`config.mk`:
```
export PLATFORM = sky130hd
export DESIGN_NAME = aes_io_buffer
export DESIGN_NICKNAME = d
export VERILOG_FILES = /design/src/rtl/aes_io_buffer.sv
export SDC_FILE = /design/constraint.sdc
export NUM_CORES = 1
export LEC_CHECK = 0
export CORE_MARGIN = 5
export CORE_UTILIZATION = 54
export CTS_CLUSTER_SIZE = 30
export DETAILED_ROUTE_END_ITERATION = 10
export PLACE_DENSITY = 0.77
export SYNTH_ARGS = -nofsm -noshare
export SYNTH_HDL_FRONTEND = slang
export SYNTH_SLANG_ARGS = --single-unit
```
`constraint.sdc`:
```
create_clock -name clk -period 30.9 [get_ports clk]
set_input_delay 3.09 -clock clk [delete_from_list [all_inputs] [get_ports clk]]
set_output_delay 3.09 -clock clk [all_outputs]
set_load 0.03 [all_outputs]
```
`src/rtl/aes_io_buffer.sv`:
```
// Host-side staging and readback buffer for the AES128 core.
// Collects key/message words, launches the core and serialises the result.
module aes_io_buffer #(
  parameter int WORD_W = 32,
  parameter int WORDS  = 4
) (
  input  logic                      clk,
  input  logic                      reset,
  input  logic [WORD_W-1:0]         data_in,
  input  logic                      shift_in_message,
  input  logic                      shift_in_key,
  input  logic                      load,
  input  logic                      shift_out,
  input  logic                      CS,
  output logic [WORD_W-1:0]         data_out,
  output logic [WORD_W*WORDS-1:0]   aes_msg,
  output logic [WORD_W*WORDS-1:0]   aes_key,
  output logic                      aes_start,
  input  logic                      aes_done,
  input  logic [WORD_W*WORDS-1:0]   aes_result,
  output logic                      busy,
  output logic                      key_valid,
  output logic                      result_ready
);

  localparam int BLK_W = WORD_W * WORDS;
  localparam int CNT_W = (WORDS > 1) ? $clog2(WORDS) : 1;
  localparam logic [CNT_W-1:0] LAST = CNT_W'(WORDS - 1);

  logic [BLK_W-1:0] msg_stage_q, msg_stage_d;
  logic [BLK_W-1:0] key_stage_q, key_stage_d;
  logic [BLK_W-1:0] aes_msg_q, aes_msg_d;
  logic [BLK_W-1:0] aes_key_q, aes_key_d;
  logic [BLK_W-1:0] res_buf_q, res_buf_d;
  logic [BLK_W-1:0] out_sr_q, out_sr_d;
  logic [CNT_W-1:0] msg_cnt_q, msg_cnt_d;
  logic [CNT_W-1:0] key_cnt_q, key_cnt_d;
  logic             msg_full_q, msg_full_d;
  logic             key_valid_q, key_valid_d;
  logic             busy_q, busy_d;
  logic             start_q, start_d;
  logic             rdy_q, rdy_d;

  logic msg_wr;
  logic key_wr;
  logic launch;
  logic done_ok;

  // Message has priority when both write strobes collide.
  assign msg_wr  = shift_in_message;
  assign key_wr  = shift_in_key & ~shift_in_message;
  assign launch  = msg_full_q & key_valid_q & ~busy_q;
  assign done_ok = aes_done & busy_q;

  always_comb begin
    msg_stage_d = msg_stage_q;
    key_stage_d = key_stage_q;
    aes_msg_d   = aes_msg_q;
    aes_key_d   = aes_key_q;
    res_buf_d   = res_buf_q;
    out_sr_d    = out_sr_q;
    msg_cnt_d   = msg_cnt_q;
    key_cnt_d   = key_cnt_q;
    msg_full_d  = msg_full_q;
    key_valid_d = key_valid_q;
    busy_d      = busy_q;
    start_d     = 1'b0;
    rdy_d       = rdy_q;

    if (msg_wr) begin
      msg_stage_d = {msg_stage_q[BLK_W-WORD_W-1:0], data_in};
      msg_cnt_d   = (msg_cnt_q == LAST) ? '0 : msg_cnt_q + CNT_W'(1);
      msg_full_d  = (msg_cnt_q == LAST);
    end

    if (key_wr) begin
      key_stage_d = {key_stage_q[BLK_W-WORD_W-1:0], data_in};
      key_cnt_d   = (key_cnt_q == LAST) ? '0 : key_cnt_q + CNT_W'(1);
      if (key_cnt_q == '0)
        key_valid_d = 1'b0;
      if (key_cnt_q == LAST)
        key_valid_d = 1'b1;
    end

    if (launch) begin
      start_d    = 1'b1;
      busy_d     = 1'b1;
      msg_full_d = 1'b0;
      aes_msg_d  = msg_stage_q;
      aes_key_d  = key_stage_q;
    end

    if (done_ok) begin
      res_buf_d = aes_result;
      busy_d    = 1'b0;
    end

    if (load)
      out_sr_d = res_buf_q;
    else if (shift_out)
      out_sr_d = {out_sr_q[BLK_W-WORD_W-1:0], {WORD_W{1'b0}}};

    // A fresh result outranks the read-clear.
    if (load)
      rdy_d = 1'b0;
    if (done_ok)
      rdy_d = 1'b1;
  end

  always_ff @(posedge clk or posedge reset) begin
    if (reset) begin
      msg_stage_q <= '0;
      key_stage_q <= '0;
      aes_msg_q   <= '0;
      aes_key_q   <= '0;
      res_buf_q   <= '0;
      out_sr_q    <= '0;
      msg_cnt_q   <= '0;
      key_cnt_q   <= '0;
      msg_full_q  <= 1'b0;
      key_valid_q <= 1'b0;
      busy_q      <= 1'b0;
      start_q     <= 1'b0;
      rdy_q       <= 1'b0;
    end else begin
      msg_stage_q <= msg_stage_d;
      key_stage_q <= key_stage_d;
      aes_msg_q   <= aes_msg_d;
      aes_key_q   <= aes_key_d;
      res_buf_q   <= res_buf_d;
      out_sr_q    <= out_sr_d;
      msg_cnt_q   <= msg_cnt_d;
      key_cnt_q   <= key_cnt_d;
      msg_full_q  <= msg_full_d;
      key_valid_q <= key_valid_d;
      busy_q      <= busy_d;
      start_q     <= start_d;
      rdy_q       <= rdy_d;
    end
  end

  assign data_out     = CS ? out_sr_q[BLK_W-1 -: WORD_W] : '0;
  assign aes_msg      = aes_msg_q;
  assign aes_key      = aes_key_q;
  assign aes_start    = start_q;
  assign busy         = busy_q;
  assign key_valid    = key_valid_q;
  assign result_ready = rdy_q;

endmodule

```
==> flow_summary_export.csv <==
group,metric,value,unit
run_status,status,"complete, no violations",
die,top_level_ports,460,
global_route,grt_pass1_wl,113000,um
power_and_ir_drop,ir_worst_vdd,0.0779,mV
routing,vias,17335,
sta,slew_headroom,0.210,
global_route,grt_max_degree,150,
sta,period_share,0.264,
die,dieArea,62100,um^2
sta,whs,468,ps
finish,final_nets,2583,
synth,syn_area_per_cell,15.7,um^2
worst_setup_path,worstReg2RegStart,"busy$_DFFE_PP0P_",
synth,yosysTopAreaCell,"dfrtp_1",
global_route,grtUsageTotal,0.230,
synth,ys_seq_elements,777,
routing,drt_iter0_markers,963,
die,initial_utilization,0.547,
die,num_rows,87,
sta,final.min_clock_period,8170,ps
cts,cts_tree,"built",
global_route,antenna_found_initial,10,
sta,rsz0062_at_grt,"no",
sta,worst_pin_slew,1180,ps
routing,routed_wl,72300,um
placement,hpwl,48500,um
sta,setup_viol,0,
worst_setup_path,end_kind,"primary output",
finish,drive_above_1_share,0.321,
cts,cts_hold_buffers,0,
die,core-area,56500,um^2
synth,synth_area_leaders,"dfrtp_1 63%, mux2_2 16%, mux2_4 10%, mux2i_1 3.1%, o21ai_0 2.1%",
die,die_h,249,um
synth,syn_nets,2141,
sta,setup_ws,22730,ps
routing,wl_per_cell,22.4,um
worst_hold_path,hold_path.class,"flip-flop to flip-flop",
worst_setup_path,r2r-end,"aes_msg[126]$_DFFE_PP0P_",
cts,clk_latency,610,ps
sta,hold_viol_final,0,
sta,fmax,0.122,GHz
cts,cts_buffer_depth,3,
worst_setup_path,reg2reg_depth,5,
cts,cts_root_buf,"clkbuf_16",
global_route,grt_overflow,0,
worst_setup_path,crit_arrival,5080,ps
placement,port_buffers,459,
cts,clkTransAtPathRegs,60,ps
synth,yosysSeqAreaShare,0.629,
job,drv_cap,0,
routing,viasPerCell,5.36,
synth,ys_warn_count,0,
placement,gp_congestion,0.806,
worst_setup_path,crit_path_end,"data_out[16]",
global_route,grt_pass1_vias,18754,
synth,synthCells,1971,
sta,fin_worst_skew,20.1,ps
synth,synth.distinct_cells,20,
worst_setup_path,crit_path_start_kind,"input port",
power_and_ir_drop,p_leak,17.2,nW
routing,ant_nets,0,
synth,synth_top_cell_area_share,0.629,
power_and_ir_drop,p_per_area,105,nW/um^2
cts,numCtsBuffers,79,
cts,post_cts_buffers,0,
sta,slew_viol_final,0,
cts,cts_resized,0,
worst_setup_path,worstSetupStartpoint,"CS",
worst_setup_path,rrSetupSlack,27390,ps
worst_setup_path,crit_chain,"clkdlybuf4s50_1, and2_1, clkdlybuf4s50_1",
placement,dp_slack,22710,ps
cts,cts_num_sinks,777,
worst_setup_path,critical_path_required,27810,ps
cts,htree_levels,3,
sta,finalSetupTns,0,ps
worst_setup_path,crit_top_cell,"clkdlybuf4s50_1",
die,die_w,249,um
worst_setup_path,critical_path_class,"input port to primary output",
worst_setup_path,slowest_delay,1050,ps
worst_setup_path,slowest_stage,"clkdlybuf4s50_1",
finish,area_delta_synth_final,24.5,%
routing,drc,0,
synth,syn_area,30900,um^2
routing,drt_pass1_iterations,4,
worst_setup_path,cp_max_fo,32,
==> cells in the mapped netlist <==
cell type and n:
dfrtp_1 777, mux2_2 435, mux2_4 210, o21ai_0 130, nand2_1 129, mux2i_1 97
buf_2 48, and2_1 32, nand2b_1 32, buf_6 30, buf_4 19, clkbuf_1 19
inv_1 3, nor2_1 3, ha_1 2, inv_2 1, nand2b_4 1, nand3b_4 1
nor2b_1 1, nor3b_1 1
==> stage by stage <==
stage,instance area (um^2),util,cells,total power [mW]
final,38500,0.681,3233,4.04
after global routing,38500,0.681,3233,4.23
after CTS,38400,0.681,3226,4.08
after detailed placement,35800,0.634,3088,3.09
after global placement,35800,0.634,3088,3.04
after floorplan,30900,-,1971,2.51
==> cell families after synthesis <==
group           count (synthesis)  synth area share
buf+inv                       120            0.0261
compound gates                130            0.0211
simple gates                  200            0.0305
fa+ha+maj                       2          0.000810
mux                           742             0.292
flops                         777             0.629
==> cell usage in the layout (no fill, tap or decap), types with 2 or more instances in the layout <==
cell             instances
clkbuf_8                14
clkdlybuf4s50_1        456
inv_1                    2
clkbuf_1                18
clkbuf_16               82
buf_4                   18
inv_6                    2
mux2_2                 435
mux2_4                 210
nand2b_1                32
buf_6                    3
nand2_1                128
o21ai_0                130
inv_8                    2
ha_1                     2
nor2_1                   3
clkinv_2                11
bufinv_16                7
and2_1                  32
dfrtp_1                777
mux2i_1                 97
diode_2                  7
clkinv_4                 2
==> routing by layer <==
metal	track usage	vias up	wire length, um	share of wire
met5	0	-	29	0.00040
met4	0.0839	4	2490	0.034
met3	0.0740	119	5060	0.070
met2	0.373	462	35500	0.49
met1	0.294	9007	29200	0.40
li1	-	7743	-	-
==> critical path, delay by kind of cell <==
family | cells | cell delay, ps
buffers and inverters | 2 | 1730
AND/OR/NAND/NOR | 1 | 260
==> how the worst min path moves through the flow <==
| stage | from | to | slack (ps) | depth (start not counted) |
|---|---|---|---|---|
| final | res_buf_q[9]$_DFFE_PP0P_ | out_sr_q[9]$_DFFE_PP0P_ | 470 | 2 |
| after CTS | res_buf_q[9]$_DFFE_PP0P_ | out_sr_q[9]$_DFFE_PP0P_ | 470 | 2 |
| after floorplan | res_buf_q[110]$_DFFE_PP0P_ | out_sr_q[110]$_DFFE_PP0P_ | 440 | 2 |
| after detailed placement | res_buf_q[4]$_DFFE_PP0P_ | out_sr_q[4]$_DFFE_PP0P_ | 460 | 2 |
| after global placement | res_buf_q[55]$_DFFE_PP0P_ | out_sr_q[55]$_DFFE_PP0P_ | 450 | 2 |
| after global routing | res_buf_q[9]$_DFFE_PP0P_ | out_sr_q[9]$_DFFE_PP0P_ | 490 | 2 |
==> registers in the layout, summed over array words and instances (netlist names) <==
| name | count |
|---|---|
| res_buf_q | 128 |
| key_stage_q | 128 |
| msg_stage_q | 128 |
| aes_start | 1 |
| result_ready | 1 |
| key_valid | 1 |
| aes_key | 128 |
| msg_full_q | 1 |
| msg_cnt_q | 2 |
| key_cnt_q | 2 |
| busy | 1 |
| aes_msg | 128 |
| out_sr_q | 128 |
==> layout make-up <==
class	count	area, um^2
clock buffer	114	2310
timing repair buffer	477	4730
sequential	777	19400
tap	756	946
multi-input combinational	1074	10700
fill	3815	18000
clock inverter	24	324
antenna	7	17.5
inverter	4	30.0
==> power breakdown <==
part	total, mW	internal, mW	leakage [nW]	switching [mW]
registers	1.67	1.41	9.49	0.259
clock network	0.965	0.578	1.30	0.387
logic	1.40	0.716	6.44	0.688
total	4.04	2.70	17.2	1.33
Note: power is estimated with default switching activity, not from simulation.
